### src/rtl/piso_shift_param.sv
// Parametrised parallel-in/serial-out shifter with load/ready handshake,
// clock-enable pacing, selectable idle level and a one-cycle Done pulse per frame.
module piso_shift_param #(
  parameter int WIDTH      = 4,
  parameter bit MSB_FIRST  = 1'b1,
  parameter bit IDLE_LEVEL = 1'b0
) (
  input  logic             clk,
  input  logic             clear_n,
  input  logic             load,
  input  logic [WIDTH-1:0] Parallel_In,
  input  logic             Shift_En,
  output logic             Ready,
  output logic             Busy,
  output logic             Serial_Out,
  output logic             Done
);

  localparam int              CNT_W    = $clog2(WIDTH);
  localparam logic [CNT_W-1:0] LAST_BIT = CNT_W'(WIDTH - 1);

  typedef enum logic {
    IDLE  = 1'b0,
    SHIFT = 1'b1
  } state_t;

  state_t           state_q, state_d;
  logic [CNT_W-1:0] cnt_q, cnt_d;
  logic [WIDTH-1:0] sreg_q, sreg_d;
  logic             serial_q, serial_d;
  logic             done_q, done_d;

  logic [WIDTH-1:0] sregAdvanced;
  logic             firstBit;
  logic             nextBit;

  // The bit leaving the output end wraps round to the far end; it is never
  // sent again because the counter ends the frame first.
  if (MSB_FIRST) begin : gen_msb_first
    assign sregAdvanced = {sreg_q[WIDTH-2:0], sreg_q[WIDTH-1]};
    assign firstBit     = Parallel_In[WIDTH-1];
    assign nextBit      = sreg_q[WIDTH-2];
  end else begin : gen_lsb_first
    assign sregAdvanced = {sreg_q[0], sreg_q[WIDTH-1:1]};
    assign firstBit     = Parallel_In[0];
    assign nextBit      = sreg_q[1];
  end

  always_ff @(posedge clk or negedge clear_n) begin
    if (!clear_n) begin
      state_q  <= IDLE;
      cnt_q    <= '0;
      sreg_q   <= '0;
      serial_q <= IDLE_LEVEL;
      done_q   <= 1'b0;
    end else begin
      state_q  <= state_d;
      cnt_q    <= cnt_d;
      sreg_q   <= sreg_d;
      serial_q <= serial_d;
      done_q   <= done_d;
    end
  end

  always_comb begin
    state_d  = state_q;
    cnt_d    = cnt_q;
    sreg_d   = sreg_q;
    serial_d = serial_q;
    done_d   = 1'b0;

    case (state_q)
      IDLE: begin
        serial_d = IDLE_LEVEL;
        if (load) begin
          sreg_d   = Parallel_In;
          cnt_d    = '0;
          serial_d = firstBit;
          state_d  = SHIFT;
        end
      end

      SHIFT: begin
        if (Shift_En) begin
          if (cnt_q == LAST_BIT) begin
            state_d  = IDLE;
            cnt_d    = '0;
            serial_d = IDLE_LEVEL;
            done_d   = 1'b1;
          end else begin
            sreg_d   = sregAdvanced;
            cnt_d    = cnt_q + 1'b1;
            serial_d = nextBit;
          end
        end
      end

      default: state_d = IDLE;
    endcase
  end

  assign Ready      = (state_q == IDLE);
  assign Busy       = (state_q == SHIFT);
  assign Serial_Out = serial_q;
  assign Done       = done_q;

endmodule

### config.mk
export PLATFORM = sky130hd
export DESIGN_NAME = piso_shift_param
export DESIGN_NICKNAME = d
export VERILOG_FILES = /design/src/rtl/piso_shift_param.sv
export SDC_FILE = /design/constraint.sdc
export NUM_CORES = 1
export LEC_CHECK = 0
export CAP_MARGIN = 20
export CORE_AREA = 5 5 42 44
export CTS_BUF_LIST = sky130_fd_sc_hd__clkbuf_4 sky130_fd_sc_hd__clkbuf_8
export DETAILED_ROUTE_END_ITERATION = 12
export DIE_AREA = 0 0 47 49
export PLACE_DENSITY = 0.66
export SYNTH_ARGS = -nofsm -noshare
export SYNTH_HDL_FRONTEND = slang
export SYNTH_SLANG_ARGS = --single-unit
### constraint.sdc
create_clock -name clk -period 2 [get_ports clk]
set_input_delay 0.3 -clock clk [delete_from_list [all_inputs] [get_ports clk]]
set_output_delay 0.3 -clock clk [all_outputs]
set_load 0.1 [all_outputs]
==> metrics.txt <==
# TYPE chip_impl_metric gauge
chip_impl_metric{name="number_of_distinct_library_cell_variants_in_the_gate_level_netlist_after_synthesis",unit=""} 18
chip_impl_metric{name="synth.yosys.seq_area_share",unit="%"} 53.6
chip_impl_metric{name="finalSetupViolations",unit=""} 0
chip_impl_metric{name="yosys_register_bits",unit=""} 9
chip_impl_metric{name="period_needed",unit="ns"} 1.41
chip_impl_metric{name="die-height",unit="um"} 49
chip_impl_info{name="rsz0062_at_grt",value="false"} 1
chip_impl_metric{name="first_pass_iters",unit=""} 2
chip_impl_metric{name="relSlewSlack",unit="%"} 72.9
chip_impl_metric{name="timing.critical_path.arrival",unit="ns"} 1.11
chip_impl_metric{name="initial_utilization",unit="%"} 30.0
chip_impl_metric{name="async_flop_share",unit="%"} 100
chip_impl_metric{name="cts.repair.resized",unit=""} 0
chip_impl_metric{name="grt_pass1_wl",unit="um"} 1290
chip_impl_metric{name="synth_enable_flop_cells",unit=""} 0
chip_impl_metric{name="yosysWarningCount",unit=""} 0
chip_impl_metric{name="die_width",unit="um"} 47
chip_impl_info{name="ff_to_ff_end",value="sreg_q[0]$_DFFE_PN0P_"} 1
chip_impl_metric{name="finalWorstSetupSlack",unit="ns"} 0.588
chip_impl_metric{name="fmaxAchievable",unit="MHz"} 708
chip_impl_metric{name="clk_pin_slew_worst_paths",unit="ns"} 0.06
chip_impl_info{name="worstSetupStartpointType",value="register"} 1
chip_impl_metric{name="ctsHtreeMaxLevel",unit=""} 1
chip_impl_info{name="holdCritPathClass",value="in -> async"} 1
chip_impl_metric{name="post_route_cells_drive_above_1_share",unit="%"} 18.5
chip_impl_metric{name="reg2reg_depth",unit=""} 4
chip_impl_metric{name="power_density",unit="nW/um^2"} 1780
chip_impl_metric{name="final-hold-violation-count",unit=""} 0
chip_impl_metric{name="wl_per_cell",unit="um"} 11.8
chip_impl_info{name="worst_setup_path_end_kind",value="primary output"} 1
chip_impl_info{name="rr_startpoint",value="cnt_q[0]$_DFFE_PN0P_"} 1
chip_impl_metric{name="fin_setup_tns",unit="ns"} 0
chip_impl_metric{name="drc",unit=""} 0
chip_impl_metric{name="maxCapViolations",unit=""} 0
chip_impl_metric{name="num_vias",unit=""} 338
chip_impl_metric{name="clock_sinks",unit=""} 9
chip_impl_info{name="startpoint_to_endpoint_class_of_the_critical_path",value="reg -> out"} 1
chip_impl_metric{name="postCtsSetupBuffers",unit=""} 0
chip_impl_metric{name="synth_instances",unit=""} 41
chip_impl_info{name="cp_slowest_cell",value="sky130_fd_sc_hd__dfrtp_1"} 1
chip_impl_metric{name="detail_route.iter0.violations",unit=""} 8
chip_impl_metric{name="critPathMaxFanout",unit=""} 9
chip_impl_metric{name="clock_insertion_delay_at_the_later_pin_of_the_skew_report",unit="ns"} 0.26
chip_impl_metric{name="worst-r2r-setup-slack",unit="ns"} 0.73
chip_impl_metric{name="design.portCount",unit=""} 12
chip_impl_metric{name="syn_to_final_growth",unit="%"} 34.8
chip_impl_info{name="synth-main-ff-cell",value="sky130_fd_sc_hd__dfrtp_1"} 1
chip_impl_metric{name="ctsHoldBuffers",unit=""} 0
chip_impl_metric{name="cts-root-to-sink-buffers",unit=""} 2
chip_impl_metric{name="post_synth_instance_area",unit="sq um"} 420
chip_impl_metric{name="final_worst_path_period_share",unit="%"} 70.6
chip_impl_metric{name="critical-path-max-stage-delay",unit="ns"} 0.47
chip_impl_metric{name="grt_pass1_vias",unit=""} 320
chip_impl_metric{name="remaining_antenna_violation_count",unit=""} 0
chip_impl_metric{name="cellLeakagePower",unit="nW"} 0.247
chip_impl_metric{name="groute.usage.overall",unit="%"} 8.04
chip_impl_metric{name="avgViaCountPerCell",unit=""} 4.83
chip_impl_metric{name="postSynthAreaPerCell",unit="sq um"} 10.3
chip_impl_metric{name="final.setup_skew",unit="ns"} 0.000827
chip_impl_metric{name="drt_wl_total",unit="um"} 828
chip_impl_metric{name="port-buffer-count",unit=""} 11
chip_impl_metric{name="global_route.overflow_total",unit=""} 0
chip_impl_metric{name="total_clock_buffers_created_by_cts",unit=""} 3
chip_impl_metric{name="core_region_area",unit="sq um"} 1400
chip_impl_metric{name="tightestPinTransition",unit="ns"} 0.405
chip_impl_info{name="tritoncts",value="built"} 1
chip_impl_metric{name="synth.net_count",unit=""} 50
chip_impl_info{name="cell_at_the_root_of_the_clock_tree",value="sky130_fd_sc_hd__clkbuf_4"} 1
chip_impl_metric{name="grt_antenna_before_repair",unit=""} 0
chip_impl_metric{name="worst_setup_timing_slack_at_the_placement_stage",unit="ns"} 0.548
chip_impl_metric{name="gp_congestion",unit=""} 0.756
chip_impl_metric{name="core.rowCount",unit=""} 14
chip_impl_metric{name="ir_worst_vdd",unit="V"} 0.000820
chip_impl_metric{name="maxSlewViolCount",unit=""} 0
chip_impl_info{name="run_status",value="finished clean"} 1
chip_impl_metric{name="nets",unit=""} 64
chip_impl_info{name="path_cells",value="inv_1 > buf_12"} 1
chip_impl_metric{name="critical_path_required",unit="ns"} 1.70
chip_impl_metric{name="grt_start_max_net_pins",unit=""} 10
chip_impl_info{name="worst_setup_startpoint",value="Busy$_DFF_PN0_"} 1
chip_impl_metric{name="antenna-diode-count",unit=""} 0
chip_impl_metric{name="die_area",unit="sq um"} 2300
[metal layers]
metal	wire length (um)	vias up	GRT usage [%]
li1	-	172	-
met1	383	155	10.9
met2	380	9	9.95
met3	54	2	3.32
met4	10	0	5.53
met5	0	-	0
[stage by stage]
step | power [mW] | hold WS (ns) | util (%) | std cells | area, sq um
2_1_floorplan | 0.740 | 0.00441 | - | 41 | 420
3_3_place_gp | 0.854 | 0.504 | 38.3 | 66 | 537
3_5_place_dp | 0.862 | 0.520 | 38.3 | 66 | 537
4_1_cts | 1.02 | 0.341 | 40.4 | 70 | 567
5_1_grt | 1.07 | 0.360 | 40.4 | 70 | 567
6_report | 1.01 | 0.336 | 40.4 | 70 | 567
[registers in the layout, summed over array words and instances, names as in the netlist]
name and count:
sreg_q 4, Busy 1, Serial_Out 1, cnt_q 2, Done 1
[where the power goes]
group / switching [mW] / internal (mW) / total [mW]
Sequential: 0.0654 / 0.264 / 0.329
Combinational: 0.352 / 0.174 / 0.526
Clock: 0.0621 / 0.0904 / 0.152
[synthesized netlist by cell type, drive strengths merged (2+ instances only)]
master / count / area [sq um]
nand2b: 2 / 12.5
nand2: 2 / 7.51
a21oi: 5 / 25.0
dfrtp: 9 / 225
buf: 2 / 16.3
nor2: 6 / 22.5
o22ai: 5 / 31.3
nand3b: 2 / 18.8
[cells in the final DEF (no fill, tap or decap), drive strengths merged]
| master | instances |
|---|---|
| mux2i | 1 |
| o22ai | 5 |
| clkbuf | 4 |
| and3 | 1 |
| dfrtp | 9 |
| buf | 4 |
| clkdlybuf4s50 | 7 |
| xnor2 | 1 |
| o21ai | 1 |
| nand2b | 2 |
| nand2 | 2 |
| nand3b | 2 |
| a21oi | 5 |
| ha | 1 |
| a31oi | 1 |
| inv | 1 |
| and2b | 1 |
| nor2 | 6 |
[logic make-up after synthesis]
kind of cell	Yosys count	synth area share, %
buffers and inverters	3	4.76
AND/OR/NAND/NOR	14	18.2
AO/OA/AOI/OAI	12	16.1
flip-flops	9	53.6
multiplexers	1	2.38
adder cells (fa/ha/maj)	1	2.98
XOR/XNOR	1	2.08
[worst max-delay path by stage]
stage / endpoint / slack (ns) / cells after the start
6_report: Ready / 0.59 / 2
5_1_grt: Ready / 0.52 / 2
4_1_cts: Ready / 0.58 / 2
3_5_place_dp: sreg_q[0]$_DFFE_PN0P_ / 0.55 / 4
3_3_place_gp: sreg_q[2]$_DFFE_PN0P_ / 0.57 / 4
2_1_floorplan: cnt_q[0]$_DFFE_PN0P_ / 0.004 / 4
[cell type report]
class | count | area, sq um
fill | 160 | 835
sequential | 9 | 225
multi-input combinational | 29 | 175
timing repair buffer | 11 | 113
clock buffer | 4 | 30.0
tap | 16 | 20.0
inverter | 1 | 3.75
[critical path, delay by kind of cell, from the launching register on]
kind     cells  cell delay [ns]
buf+inv      2             0.38
flops        1             0.47
No activity file was read; power rests on OpenSTA's default activity.
